[src/rtl/hud_pkg.sv]
// Shared types and constants for the lives HUD.
// FSM state encoding, palette and default line width.
package hud_pkg;

  typedef enum logic [1:0] {
    ST_PLAY,
    ST_BLINK,
    ST_OVER
  } hud_state_e;

  localparam logic [2:0] WHITE = 3'b111;
  localparam logic [2:0] BLACK = 3'b000;
  localparam logic [2:0] RED   = 3'b100;

  localparam int H_RES_DEFAULT = 640;

endpackage

[src/rtl/hud_square_hit.sv]
// Combinational test: does pixel (x,y) fall inside a
// drawn life square on one side of the HUD.
module hud_square_hit
  import hud_pkg::*;
#(
  parameter int MAX_LIVES = 7,
  parameter int LW        = 3,
  parameter int SQ_W      = 5,
  parameter int SQ_PITCH  = 10,
  parameter int MARGIN    = 10,
  parameter int SQ_Y      = 5,
  parameter int H_RES     = H_RES_DEFAULT
) (
  input  logic [9:0]    x,
  input  logic [9:0]    y,
  input  logic [LW-1:0] lives,
  input  logic          side,
  input  logic [LW-1:0] blink_idx,
  input  logic          blink_visible,
  output logic          hit
);

  logic [10:0] x11;
  logic [10:0] y11;
  logic        y_in;
  logic [10:0] lo;
  logic [10:0] hi;
  logic        shown;

  assign x11  = {1'b0, x};
  assign y11  = {1'b0, y};
  assign y_in = (y11 >= 11'(SQ_Y)) &&
                (y11 <= 11'(SQ_Y + SQ_W));

  // side 0 grows rightward from the left edge, side 1 leftward
  always_comb begin
    hit   = 1'b0;
    lo    = '0;
    hi    = '0;
    shown = 1'b0;
    for (int i = 0; i < MAX_LIVES; i++) begin
      if (side)
        lo = 11'(H_RES - MARGIN - i * SQ_PITCH - SQ_W);
      else
        lo = 11'(MARGIN + i * SQ_PITCH);
      hi    = lo + 11'(SQ_W);
      shown = (LW'(i) < lives) ||
              (blink_visible && (blink_idx == LW'(i)));
      if (y_in && shown && (x11 >= lo) && (x11 <= hi))
        hit = 1'b1;
    end
  end

endmodule

[src/rtl/lives_hud.sv]
// Two-player lives counter with blink-on-hit and
// game-over detection, rendered as a registered HUD bar.
module lives_hud
  import hud_pkg::*;
#(
  parameter int MAX_LIVES    = 7,
  parameter int SQ_W         = 5,
  parameter int SQ_PITCH     = 10,
  parameter int MARGIN       = 10,
  parameter int SQ_Y         = 5,
  parameter int BAR_H        = 12,
  parameter int H_RES        = H_RES_DEFAULT,
  parameter int BLINK_FRAMES = 8,
  parameter int BLINK_PHASES = 6,
  localparam int LW = $clog2(MAX_LIVES + 1)
) (
  input  logic          clk,
  input  logic          reset,
  input  logic          frame_tick,
  input  logic [9:0]    x,
  input  logic [9:0]    y,
  input  logic          lose_l,
  input  logic          lose_r,
  input  logic          new_game,
  output logic [2:0]    rgb,
  output logic [LW-1:0] lives_l,
  output logic [LW-1:0] lives_r,
  output logic          game_over,
  output logic          winner
);

  localparam int FW =
    (BLINK_FRAMES > 1) ? $clog2(BLINK_FRAMES) : 1;
  localparam int PW =
    (BLINK_PHASES > 1) ? $clog2(BLINK_PHASES) : 1;

  hud_state_e    state_q, state_d;
  logic [LW-1:0] lives_l_q, lives_l_d;
  logic [LW-1:0] lives_r_q, lives_r_d;
  logic          game_over_q, game_over_d;
  logic          winner_q, winner_d;
  logic          blink_side_q, blink_side_d;
  logic [LW-1:0] blink_idx_q, blink_idx_d;
  logic [FW-1:0] frame_q, frame_d;
  logic [PW-1:0] phase_q, phase_d;
  logic [2:0]    rgb_q, rgb_d;

  logic          dec_l;
  logic          dec_r;
  logic [LW-1:0] nl;
  logic [LW-1:0] nr;
  logic          blink_on;
  logic          hit_l;
  logic          hit_r;

  assign dec_l = lose_l && (lives_l_q != '0) &&
                 (state_q != ST_OVER);
  assign dec_r = lose_r && (lives_r_q != '0) &&
                 (state_q != ST_OVER);
  assign nl    = lives_l_q - LW'(dec_l);
  assign nr    = lives_r_q - LW'(dec_r);

  always_comb begin
    state_d      = state_q;
    lives_l_d    = lives_l_q;
    lives_r_d    = lives_r_q;
    game_over_d  = game_over_q;
    winner_d     = winner_q;
    blink_side_d = blink_side_q;
    blink_idx_d  = blink_idx_q;
    frame_d      = frame_q;
    phase_d      = phase_q;
    if (new_game) begin
      state_d     = ST_PLAY;
      lives_l_d   = LW'(MAX_LIVES);
      lives_r_d   = LW'(MAX_LIVES);
      game_over_d = 1'b0;
      winner_d    = 1'b0;
      frame_d     = '0;
      phase_d     = '0;
    end else if (dec_l || dec_r) begin
      lives_l_d = nl;
      lives_r_d = nr;
      frame_d   = '0;
      phase_d   = '0;
      if ((nl == '0) || (nr == '0)) begin
        // a double knockout goes to the left player
        state_d     = ST_OVER;
        game_over_d = 1'b1;
        winner_d    = (nl == '0) && (nr != '0);
      end else begin
        state_d      = ST_BLINK;
        blink_side_d = !dec_l;
        blink_idx_d  = dec_l ? nl : nr;
      end
    end else if ((state_q == ST_BLINK) && frame_tick) begin
      if (frame_q == FW'(BLINK_FRAMES - 1)) begin
        frame_d = '0;
        if (phase_q == PW'(BLINK_PHASES - 1)) begin
          phase_d = '0;
          state_d = ST_PLAY;
        end else begin
          phase_d = phase_q + 1'b1;
        end
      end else begin
        frame_d = frame_q + 1'b1;
      end
    end
  end

  assign blink_on = (state_q == ST_BLINK) && !phase_q[0];

  hud_square_hit #(
    .MAX_LIVES(MAX_LIVES), .LW(LW), .SQ_W(SQ_W),
    .SQ_PITCH(SQ_PITCH), .MARGIN(MARGIN),
    .SQ_Y(SQ_Y), .H_RES(H_RES)
  ) u_hit_l (
    .x(x), .y(y), .lives(lives_l_q), .side(1'b0),
    .blink_idx(blink_idx_q),
    .blink_visible(blink_on && !blink_side_q),
    .hit(hit_l)
  );

  hud_square_hit #(
    .MAX_LIVES(MAX_LIVES), .LW(LW), .SQ_W(SQ_W),
    .SQ_PITCH(SQ_PITCH), .MARGIN(MARGIN),
    .SQ_Y(SQ_Y), .H_RES(H_RES)
  ) u_hit_r (
    .x(x), .y(y), .lives(lives_r_q), .side(1'b1),
    .blink_idx(blink_idx_q),
    .blink_visible(blink_on && blink_side_q),
    .hit(hit_r)
  );

  always_comb begin
    rgb_d = BLACK;
    if (hit_l || hit_r)
      rgb_d = BLACK;
    else if ({1'b0, y} < 11'(BAR_H))
      rgb_d = game_over_q ? RED : WHITE;
  end

  always_ff @(posedge clk) begin
    if (reset) begin
      state_q      <= ST_PLAY;
      lives_l_q    <= LW'(MAX_LIVES);
      lives_r_q    <= LW'(MAX_LIVES);
      game_over_q  <= 1'b0;
      winner_q     <= 1'b0;
      blink_side_q <= 1'b0;
      blink_idx_q  <= '0;
      frame_q      <= '0;
      phase_q      <= '0;
      rgb_q        <= BLACK;
    end else begin
      state_q      <= state_d;
      lives_l_q    <= lives_l_d;
      lives_r_q    <= lives_r_d;
      game_over_q  <= game_over_d;
      winner_q     <= winner_d;
      blink_side_q <= blink_side_d;
      blink_idx_q  <= blink_idx_d;
      frame_q      <= frame_d;
      phase_q      <= phase_d;
      rgb_q        <= rgb_d;
    end
  end

  assign rgb       = rgb_q;
  assign lives_l   = lives_l_q;
  assign lives_r   = lives_r_q;
  assign game_over = game_over_q;
  assign winner    = winner_q;

endmodule
[config.mk]
export PLATFORM = sky130hd
export DESIGN_NAME = lives_hud
export DESIGN_NICKNAME = d
export VERILOG_FILES = /design/src/rtl/hud_pkg.sv /design/src/rtl/hud_square_hit.sv /design/src/rtl/lives_hud.sv
export SDC_FILE = /design/constraint.sdc
export NUM_CORES = 1
export LEC_CHECK = 0
export BUFFER_PORTS_ARGS = -buffer_cell sky130_fd_sc_hd__buf_2
export CELL_PAD_IN_SITES_DETAIL_PLACEMENT = 1
export CELL_PAD_IN_SITES_GLOBAL_PLACEMENT = 2
export CORE_AREA = 3 3 85 87
export DETAILED_ROUTE_END_ITERATION = 7
export DIE_AREA = 0 0 88 90
export PLACE_DENSITY = 0.79
export SYNTH_ARGS = -nofsm -noshare
export SYNTH_HDL_FRONTEND = slang
export SYNTH_SLANG_ARGS = --single-unit
export TNS_END_PERCENT = 100
[constraint.sdc]
create_clock -name clk -period 2.4 [get_ports clk]
set_input_delay 0 -clock clk [delete_from_list [all_inputs] [get_ports clk]]
set_output_delay 0 -clock clk [all_outputs]
set_load 0.005 [all_outputs]
* Yosys cells after proc, flatten, opt, wreduce, memory -nomap -nowiden *
Index checks and enable logic that the tools add are counted.
W data, S select, Z words.

operators by class
  divide/modulo/power cells = 0
  multiply operators = 0
  order comparisons = 45
  $add $sub $neg = 4
  mux-type cells = 23
  shift operators = 0
  reductions and logical operators = 102
  equal/unequal tests = 10
  bitwise operators = 3

operators by type and width
  operator                count
  $ge A10 B10 Y1 const B  7
  $le A10 B10 Y1 const B  7
  $logic_and A1 B1 Y1     66
  $ge A10 B6 Y1 const B   3
  $le A10 B6 Y1 const B   3
  $ge A10 B5 Y1 const B   2
  $le A10 B4 Y1 const B   2
  $le A10 B7 Y1 const B   2
  $lt A3 B3 Y1 const A    6
  $logic_or A1 B1 Y1      17
  $eq A3 B3 Y1 const B    5
  $mux W1                 14
  $lt A1 B3 Y1 const A    4
  $lt A2 B3 Y1 const A    4
  $mux W2                 6
  $ge A10 B3 Y1 const B   1
  $ge A10 B4 Y1 const B   1
  $ge A10 B7 Y1 const B   1
  $le A10 B5 Y1 const B   1
  $lt A10 B4 Y1 const B   1
  $logic_not A3 Y1        3
  $mux W3                 3
  $reduce_bool A3 Y1      3
  $add A3 B1 Y3 const B   2
  other kinds (12)        23

storage, ports and cells
  memory bits (writable) = 0
  flip-flop bits (word level) = 23
  memories = 0
  word-level logic and storage cells = 197
  latch bits = 0
  input port bits = 26
  ROM bits = 0

* Logic depth before layout (Yosys ltp) *
Gate-level depths: netlist (run 1).

  word-level depth = 17
  depth in mapped cells = 12
  depth with buffers taken out = 11

* Modules after synthesis *
Synthesis (run 1) repeated with hierarchy kept, for this count alone.

second synthesis, totals
  cells, all modules = 395
  area, all modules = 2990.4 sq um

modules (own cells, without submodules)
  module          cells an instance  instances  area each (sq um)
  hud_square_hit  135                2          940.9
  lives_hud       125                1          1108.6

* Least setup slack after synthesis (run 1) *
No wires, ideal clock.

  kind = register -> register
  start = reg lives_r_q[2], in the netlist lives_r[2]
  end = reg blink_idx_q[0]
  cell stages (with the launch flop) = 12
  path slack = 0.008 ns
  setup time = 0.123 ns
  clock period less this slack = 2.392 ns
  required time = 2.277 ns
  buffers on the path = 1
  arrival = 2.269 ns
  cells stage by stage = dfxtp_1 -> buf_6 -> or3_4 -> and3_1 -> ha_1 -> ha_1 -> xnor2_1 -> nand3_1 -> nand2_1 -> nor3_2 -> mux2i_1 -> nor2_1

between the ends
  cells in the longest elaborated chain, start to end = 8
  elaborated cells on any way between the ends = 10
  those cells by class = add/sub: 1; mux: 1; bitwise: 1; reduce/logical: 7

ends and longest elaborated chain
  element                             line              source
  from (decl)                         lives_hud.sv:39   logic [LW-1:0] lives_r_q, lives_r_d;
  from (signal assigned)              lives_hud.sv:147  lives_r_q <= LW'(MAX_LIVES);
  from (signal assigned)              lives_hud.sv:158  lives_r_q <= lives_r_d;
  $reduce_bool A3 Y1                  lives_hud.sv:58   assign dec_r = lose_r && (lives_r_q != '0) &&
  $logic_and A1 B1 Y1 (2 in a row)    lives_hud.sv:58
  $sub A3 B1 Y3                       lives_hud.sv:61   assign nr = lives_r_q - LW'(dec_r);
  $logic_not A3 Y1                    lives_hud.sv:86   if ((nl == '0) || (nr == '0)) begin
  $logic_or A1 B1 Y1                  lives_hud.sv:86
  $not A1 Y1 (no source line)         n/a
  $reduce_and A3 Y1 (no source line)  n/a
  to (signal assigned)                lives_hud.sv:162  blink_idx_q <= blink_idx_d;
  to (decl)                           lives_hud.sv:43   logic [LW-1:0] blink_idx_q, blink_idx_d;

Several ways; a longest one is shown, not always the timed one.
A chain may end at the register's enable or synchronous reset.

* Worst setup path in the final report (run 1) *
  start = reg lives_l_q[1], in the netlist lives_l[1]
  end = reg blink_idx_q[1]

between the ends
  cells in the longest elaborated chain, start to end = 8
  elaborated cells on any way between the ends = 10
  those cells by class = add/sub: 1; mux: 1; bitwise: 1; reduce/logical: 7

ends and longest elaborated chain
  element                             line              source
  from (decl)                         lives_hud.sv:38   logic [LW-1:0] lives_l_q, lives_l_d;
  from (signal assigned)              lives_hud.sv:146  lives_l_q <= LW'(MAX_LIVES);
  from (signal assigned)              lives_hud.sv:157  lives_l_q <= lives_l_d;
  $reduce_bool A3 Y1                  lives_hud.sv:56   assign dec_l = lose_l && (lives_l_q != '0) &&
  $logic_and A1 B1 Y1 (2 in a row)    lives_hud.sv:56
  $sub A3 B1 Y3                       lives_hud.sv:60   assign nl = lives_l_q - LW'(dec_l);
  $logic_not A3 Y1                    lives_hud.sv:86
  $logic_or A1 B1 Y1                  lives_hud.sv:86
  $not A1 Y1 (no source line)         n/a
  $reduce_and A3 Y1 (no source line)  n/a

Several ways; a longest one is shown, not always the timed one.

==> out/qor.yml, run 1 <==
route:
  via_per_inst: 5.466
  drtIter0Drc: 60
  routed_wl_um: 5972
  num_vias: 1935
  detail_route.wl_per_cell_um: 16.87
  drt_pre_antenna_iters: 4
  postRouteAntennaNets: 0
  drc: 0
logic_synthesis:
  syn_area_um2: 1813
  yosysUniqueCellTypes: 64
  synth-seq-area-share_pct: 24.29
  synth-edff-count: 0
  netlist_instances: 234
  ys_warn_count: 0
  synth-async-reset-ratio_pct: 0
  synth_ff_type: "dfxtp_1"
  synth_seq_cells: 22
  syn-num-nets: 266
  syn_avg_cell_area_um2: 7.748
placement:
  portBuffers: 36
  place_congestion: 0.7897
  dpl.hpwl_um: 4666
  place_ws_ns: -0.08393
timing:
  drv_slew: 0
  worst_pin_slew_ns: 0.5797
  fmax_mhz: 442.1
  finClkSkew_ns: 0.002351
  relSlewSlack_pct: 61.06
  setup_viol: 0
  finalHoldViolations: 0
  holdWs_ns: 0.005761
  setup_ws_ns: 0.1383
  fin_crit_sh_pct: 94.24
  fin_crit_ns: 2.262
  rsz0062_at_grt: "false"
worst_hold_path:
  min_path_type: "in2reg"
final_layout:
  fillers: 793
  drive_above_1_share_pct: 29.60
  antennaDiodeCount: 0
  final_util_pct: 34.79
  num-nets-final: 311
  syn_to_final_growth_pct: 23.26
critical_path:
  cp.required_ns: 2.56
  worstPathMaxFanout: 5
  end_kind: "flip-flop"
  slowest_stage: "or3_4"
  path_common_cell: "nand3_2"
  cp-start-kind: "flip-flop"
  slowest_delay_ns: 0.39
  crit_path_cell_trace: "or3_4, nand3_2, inv_2, ha_1, ha_2, xnor2_2, nand3_2, nand2_2, nor3_4, mux2i_1, nor2_1"
  path_class: "reg2reg"
  crit_arrival_ns: 2.42
run_status:
  status: "completed"
global_route:
  grt_first_pass_wirelength_um: 9880
  overflow: 0
  grt_usage_pct: 15.33
  grt_max_degree: 17
  grt_pass1_vias: 2021
  antenna_found_initial: 0
floorplan:
  io_pins: 37
  fp.coreArea_um2: 6422
  dieArea_um2: 7920
  start_util_pct: 28.23
  die_x_um: 88
  fp.dieH_um: 90
  rows: 29
cts:
  cts_tree: "built"
  cts.sinks: 22
  cts_buffers: 3
  path_clk_slew_ns: 0.08
  htree_levels: 1
  clockBufferDepth: 2
  clock_latency_ns: 0.27
  cts-root-buf: "clkbuf_8"
pwr:
  cellPowerDensity_nw_per_um2: 366.0
  p_leak_nw: 0.9380
  peakVddDrop_mv: 0.2142
run:
  drv_cap: 0
==> routing by layer <==
| metal | track usage [%] | vias up | part of all wire, % |
|---|---|---|---|
| met4 | 5.115 | 0 | 2.0 |
| met5 | 0 | - | 0 |
| met2 | 25.25 | 38 | 49 |
| li1 | - | 963 | - |
| met3 | 1.371 | 12 | 2.8 |
| met1 | 20.65 | 922 | 46 |
==> worst max-delay path, delay by kind of cell, from the launching register on <==
family | cells | cell delay (ns)
adder cells (fa/ha/maj) | 2 | 0.42
XOR/XNOR | 1 | 0.15
multiplexers | 1 | 0.22
flip-flops | 1 | 0.32
buffers and inverters | 1 | 0.06
AND/OR/NAND/NOR | 6 | 0.97
==> cells in the mapped netlist (6+ instances only) <==
master | count | area share [%]
a21oi_1 | 14 | 3.9
and3_1 | 8 | 2.8
dfxtp_1 | 22 | 24
ha_1 | 6 | 4.1
inv_1 | 8 | 1.7
mux2i_1 | 7 | 3.9
nand2_1 | 24 | 5.0
nand3_1 | 16 | 4.4
nor2_1 | 16 | 3.3
nor2b_1 | 6 | 2.1
nor3_1 | 6 | 1.7
o21ai_0 | 7 | 1.9
o21ai_1 | 6 | 1.7
==> registers in the layout (all words and copies together), names as in the netlist, 2 cells and up <==
| register | count |
|---|---|
| phase_q | 3 |
| blink_idx_q | 3 |
| frame_q | 3 |
| lives_l | 3 |
| lives_r | 3 |
| rgb | 2 |
| state_q | 2 |
==> per-stage QoR <==
stage | power [mW] | instances | TNS [ns] | instance area (um^2)
2_1_floorplan | 0.5101 | 234 | 0 | 1813
6_report | 0.8180 | 354 | 0 | 2235
4_1_cts | 0.8212 | 352 | 0 | 2183
5_1_grt | 0.8581 | 354 | 0 | 2235
3_3_place_gp | 0.5783 | 346 | 0 | 2103
3_5_place_dp | 0.5821 | 346 | -0.2446 | 2103
==> kinds of logic (layout without fill, tap and decap cells) <==
| group | Yosys count | in the layout | synth area share, % |
|---|---|---|---|
| AND/OR/NAND/NOR | 109 | 109 | 34.30 |
| AO/OA/AOI/OAI | 63 | 63 | 24.78 |
| multiplexers | 8 | 8 | 4.486 |
| XOR/XNOR | 4 | 4 | 1.933 |
| buffers and inverters | 22 | 65 | 6.073 |
| adder cells (fa/ha/maj) | 6 | 6 | 4.141 |
| flip-flops | 22 | 22 | 24.29 |
==> where the power goes <==
part | switching, mW | internal, mW | leakage (nW)
Clock | 0.124 | 0.113 | 0.0216
Combinational | 0.115 | 0.0805 | 0.738
Sequential | 0.0123 | 0.374 | 0.178
==> path summary, 6_finish.rpt <==
path / startpoint / endpoint / slack (ns) / cells past startpoint
setup / recovery: lives_l[1] / blink_idx_q[1] / 0.14 / 11
hold / removal: reset / blink_idx_q[2] / 0.006 / 2
setup reg to reg: lives_l[1] / blink_idx_q[1] / 0.14 / 11
hold reg to reg: phase_q[2] / phase_q[1] / 0.47 / 1
==> area by class of cell <==
class,instances,area (um^2),share of cell area (%)
timing repair buffer,53,310.3,13.89
tap,77,96.34,4.311
sequential,22,441.7,19.76
clock buffer,3,41.29,1.848
inverter,9,33.78,1.512
multi-input combinational,190,1311,58.68
==> cell usage in the layout, fill, tap and decap left out, types with 4 or more instances in the layout <==
cell type,synthesis,final
nand3_1,16,14
a211oi_1,5,5
nor3_1,6,6
nand2b_1,4,4
dfxtp_1,22,21
a31oi_1,4,4
mux2i_1,7,7
a21oi_1,14,14
o21ai_0,7,7
nand4_1,4,4
inv_1,8,8
nor2_1,16,16
ha_1,6,4
and3_1,8,7
buf_2,5,36
o21ai_1,6,6
buf_4,1,16
nand2_1,24,23
nor2b_1,6,6
==> repair_timing <==
item,4_1_cts,5_1_grt
hold endpoints to repair,1,0
hold buffers,1,0
setup endpoints to repair,4,4
resized for setup,3,8
buffers inserted,2,2
pin swaps,3,8
(Power assumes the default switching activity.)
==> inputs of run 2 (changes only) <==
- CORE_AREA: 3 3 85 87 -> 3 3 89 83
- DIE_AREA: 0 0 88 90 -> 0 0 92 86
==> out/qor.yml, run 2 (synthesis results as in run 1) <==
route:
  postRouteAntennaNets: 0  # unchanged
  detail_route.wl_per_cell_um: 15.35  # was 16.87 um
  via_per_inst: 5.145  # was 5.466
  num_vias: 1914  # was 1,935
  drtIter0Drc: 75  # was 60
  drc: 0  # unchanged
  drt_pre_antenna_iters: 4  # unchanged
  routed_wl_um: 5710  # was 5972 um
floorplan:
  die_x_um: 92  # was 88 um
  fp.coreArea_um2: 6516  # was 6422 um^2
  start_util_pct: 27.82  # was 28.23%
  dieArea_um2: 7912  # was 7920 um^2
  rows: 28  # was 29
  io_pins: 37  # unchanged
  fp.dieH_um: 86  # was 90 um
global_route:
  overflow: 0  # unchanged
  grt_max_degree: 17  # unchanged
  grt_pass1_vias: 1898  # was 2,021
  grt_usage_pct: 14.59  # was 15.33%
  grt_first_pass_wirelength_um: 9432  # was 9880 um
  antenna_found_initial: 0  # unchanged
timing:
  fin_crit_sh_pct: 95.91  # was 94.24%
  drv_slew: 0  # unchanged
  relSlewSlack_pct: 57.63  # was 61.06%
  fin_tns_setup_ns: 0  # unchanged
  worst_pin_slew_ns: 0.6307  # was 0.5797 ns
  finalHoldViolations: 0  # unchanged
  finClkSkew_ns: 0.001453  # was 0.002351 ns
  setup_viol: 0  # unchanged
  fin_crit_ns: 2.302  # was 2.262 ns
  fmax_mhz: 434.4  # was 442.1 MHz
pwr:
  cellPowerDensity_nw_per_um2: 404.5  # was 366.0 nW/um^2
  p_total_mw: 0.9358  # was 0.8180 mW
  peakVddDrop_mv: 0.2892  # was 0.2142 mV
  p_leak_nw: 0.9717  # was 0.9380 nW
critical_path:
  cp.required_ns: 2.57  # was 2.56 ns
  end_kind: "flip-flop"  # unchanged
  cp-start-kind: "flip-flop"  # unchanged
  crit_arrival_ns: 2.47  # was 2.42 ns
  worstPathMaxFanout: 5  # unchanged
  path_class: "reg2reg"  # unchanged
placement:
  place_congestion: 0.8092  # was 0.7897
  place_inst: 363  # was 346
  dpl.hpwl_um: 4459  # was 4666 um
  placed_area_um2: 2150  # was 2103 um^2
  portBuffers: 36  # unchanged
run_status:
  status: "completed"  # unchanged
final_layout:
  antennaDiodeCount: 0  # unchanged
  drive_above_1_share_pct: 30.50  # was 29.60%
  multi_input_area_um2: 1311  # unchanged
  syn_to_final_growth_pct: 27.61  # was 23.26%
  num-nets-final: 315  # was 311
  design_area_um2: 2313  # was 2235 um^2
  layoutNonFillerInstCount: 372  # was 354
  register_area_um2: 441.7  # unchanged
  mostFrequentLayoutCell: "buf_2"  # unchanged
  mostFrequentLayoutCells: "buf_2, nand2_1, dfxtp_1, buf_4, nor2_1"  # was buf_2, nand2_1, dfxtp_1, nor2_1, buf_4
  fillers: 847  # was 793
cts:
  cts_tree: "built"  # unchanged
  path_clk_slew_ns: 0.08  # about the same
  htree_levels: 1  # unchanged
  clockBufferDepth: 2  # unchanged
  cts_buffers: 3  # unchanged
  cts.sinks: 22  # unchanged
  clock_latency_ns: 0.27  # about the same
  cts-root-buf: "clkbuf_8"  # unchanged
worst_hold_path:
  min_path_type: "in2reg"  # unchanged
run:
  drv_cap: 0  # unchanged
==> run 2: changes by cell type in the layout (fill, tap and decap cells not counted) <==
cell	before	now
buf_4	16	19
bufinv_16	0	1
dlygate4sd3_1	1	2
==> run 2: final timing paths <==
check / start / end / slack, ns / cells past startpoint
worst max-delay path: lives_r[1] / blink_idx_q[0] / 0.1 / 10
worst min-delay path: y[3] / rgb[2] / 0.07 / 4
worst max register to register: lives_r[1] / blink_idx_q[0] / 0.1 / 10
worst min register to register: frame_q[2] / frame_q[2] / 0.48 / 2
==> run 2: report_power, final <==
group | internal (mW) | total [mW] | switching [mW]
Clock | 0.223 | 0.355 | 0.132
Sequential | 0.374 | 0.386 | 0.0117
Combinational | 0.0811 | 0.195 | 0.114
==> run 2: stage by stage <==
| stage | util [%] | worst slack [ns] | hold WS [ns] |
|---|---|---|---|
| after floorplan | - | 0.008368 | 0.07931 |
| after global routing | 35.50 | -0.005374 | 0.09876 |
| after detailed placement | 32.99 | -0.07822 | 0.2338 |
| after global placement | 32.99 | 0.06053 | 0.2273 |
| final | 35.50 | 0.09818 | 0.07313 |
| after CTS | 34.75 | 0.005866 | 0.07864 |
==> run 2: area by class of cell <==
class / instances / area share, %
Inverter: 9 / 1.460
Clock buffer: 3 / 1.785
Timing Repair Buffer: 57 / 14.82
Tap cell: 90 / 4.867
Sequential cell: 22 / 19.09
Multi-Input combinational cell: 190 / 56.68
Clock inverter: 1 / 1.298
==> run 2: worst max-delay path, cell delays in order (launching register included) <==
cell	delay [ns]
dfxtp_2	0.33
or3_4	0.39
and3_4	0.20
ha_1	0.18
ha_2	0.20
xnor2_2	0.15
nand3_2	0.11
nand2_2	0.08
nor3_4	0.25
mux2i_1	0.26
nor2_1	0.05
==> run 2: metal layers <==
metal  up-vias  global-route usage (%)  routed length, um
li1        971                       -                  -
met1       911                   20.49               2825
met2        25                   24.34               2687
met3         7                   2.632                167
met4         0                   1.215                 29
met5         -                       0                  0
==> run 2: repair_timing <==
action,CTS,global route
hold endpoints to repair,5,0
setup buffers,1,2
hold buffers,2,0
setup endpoints to repair,4,5
pin swaps,2,5
gates resized for setup,4,7
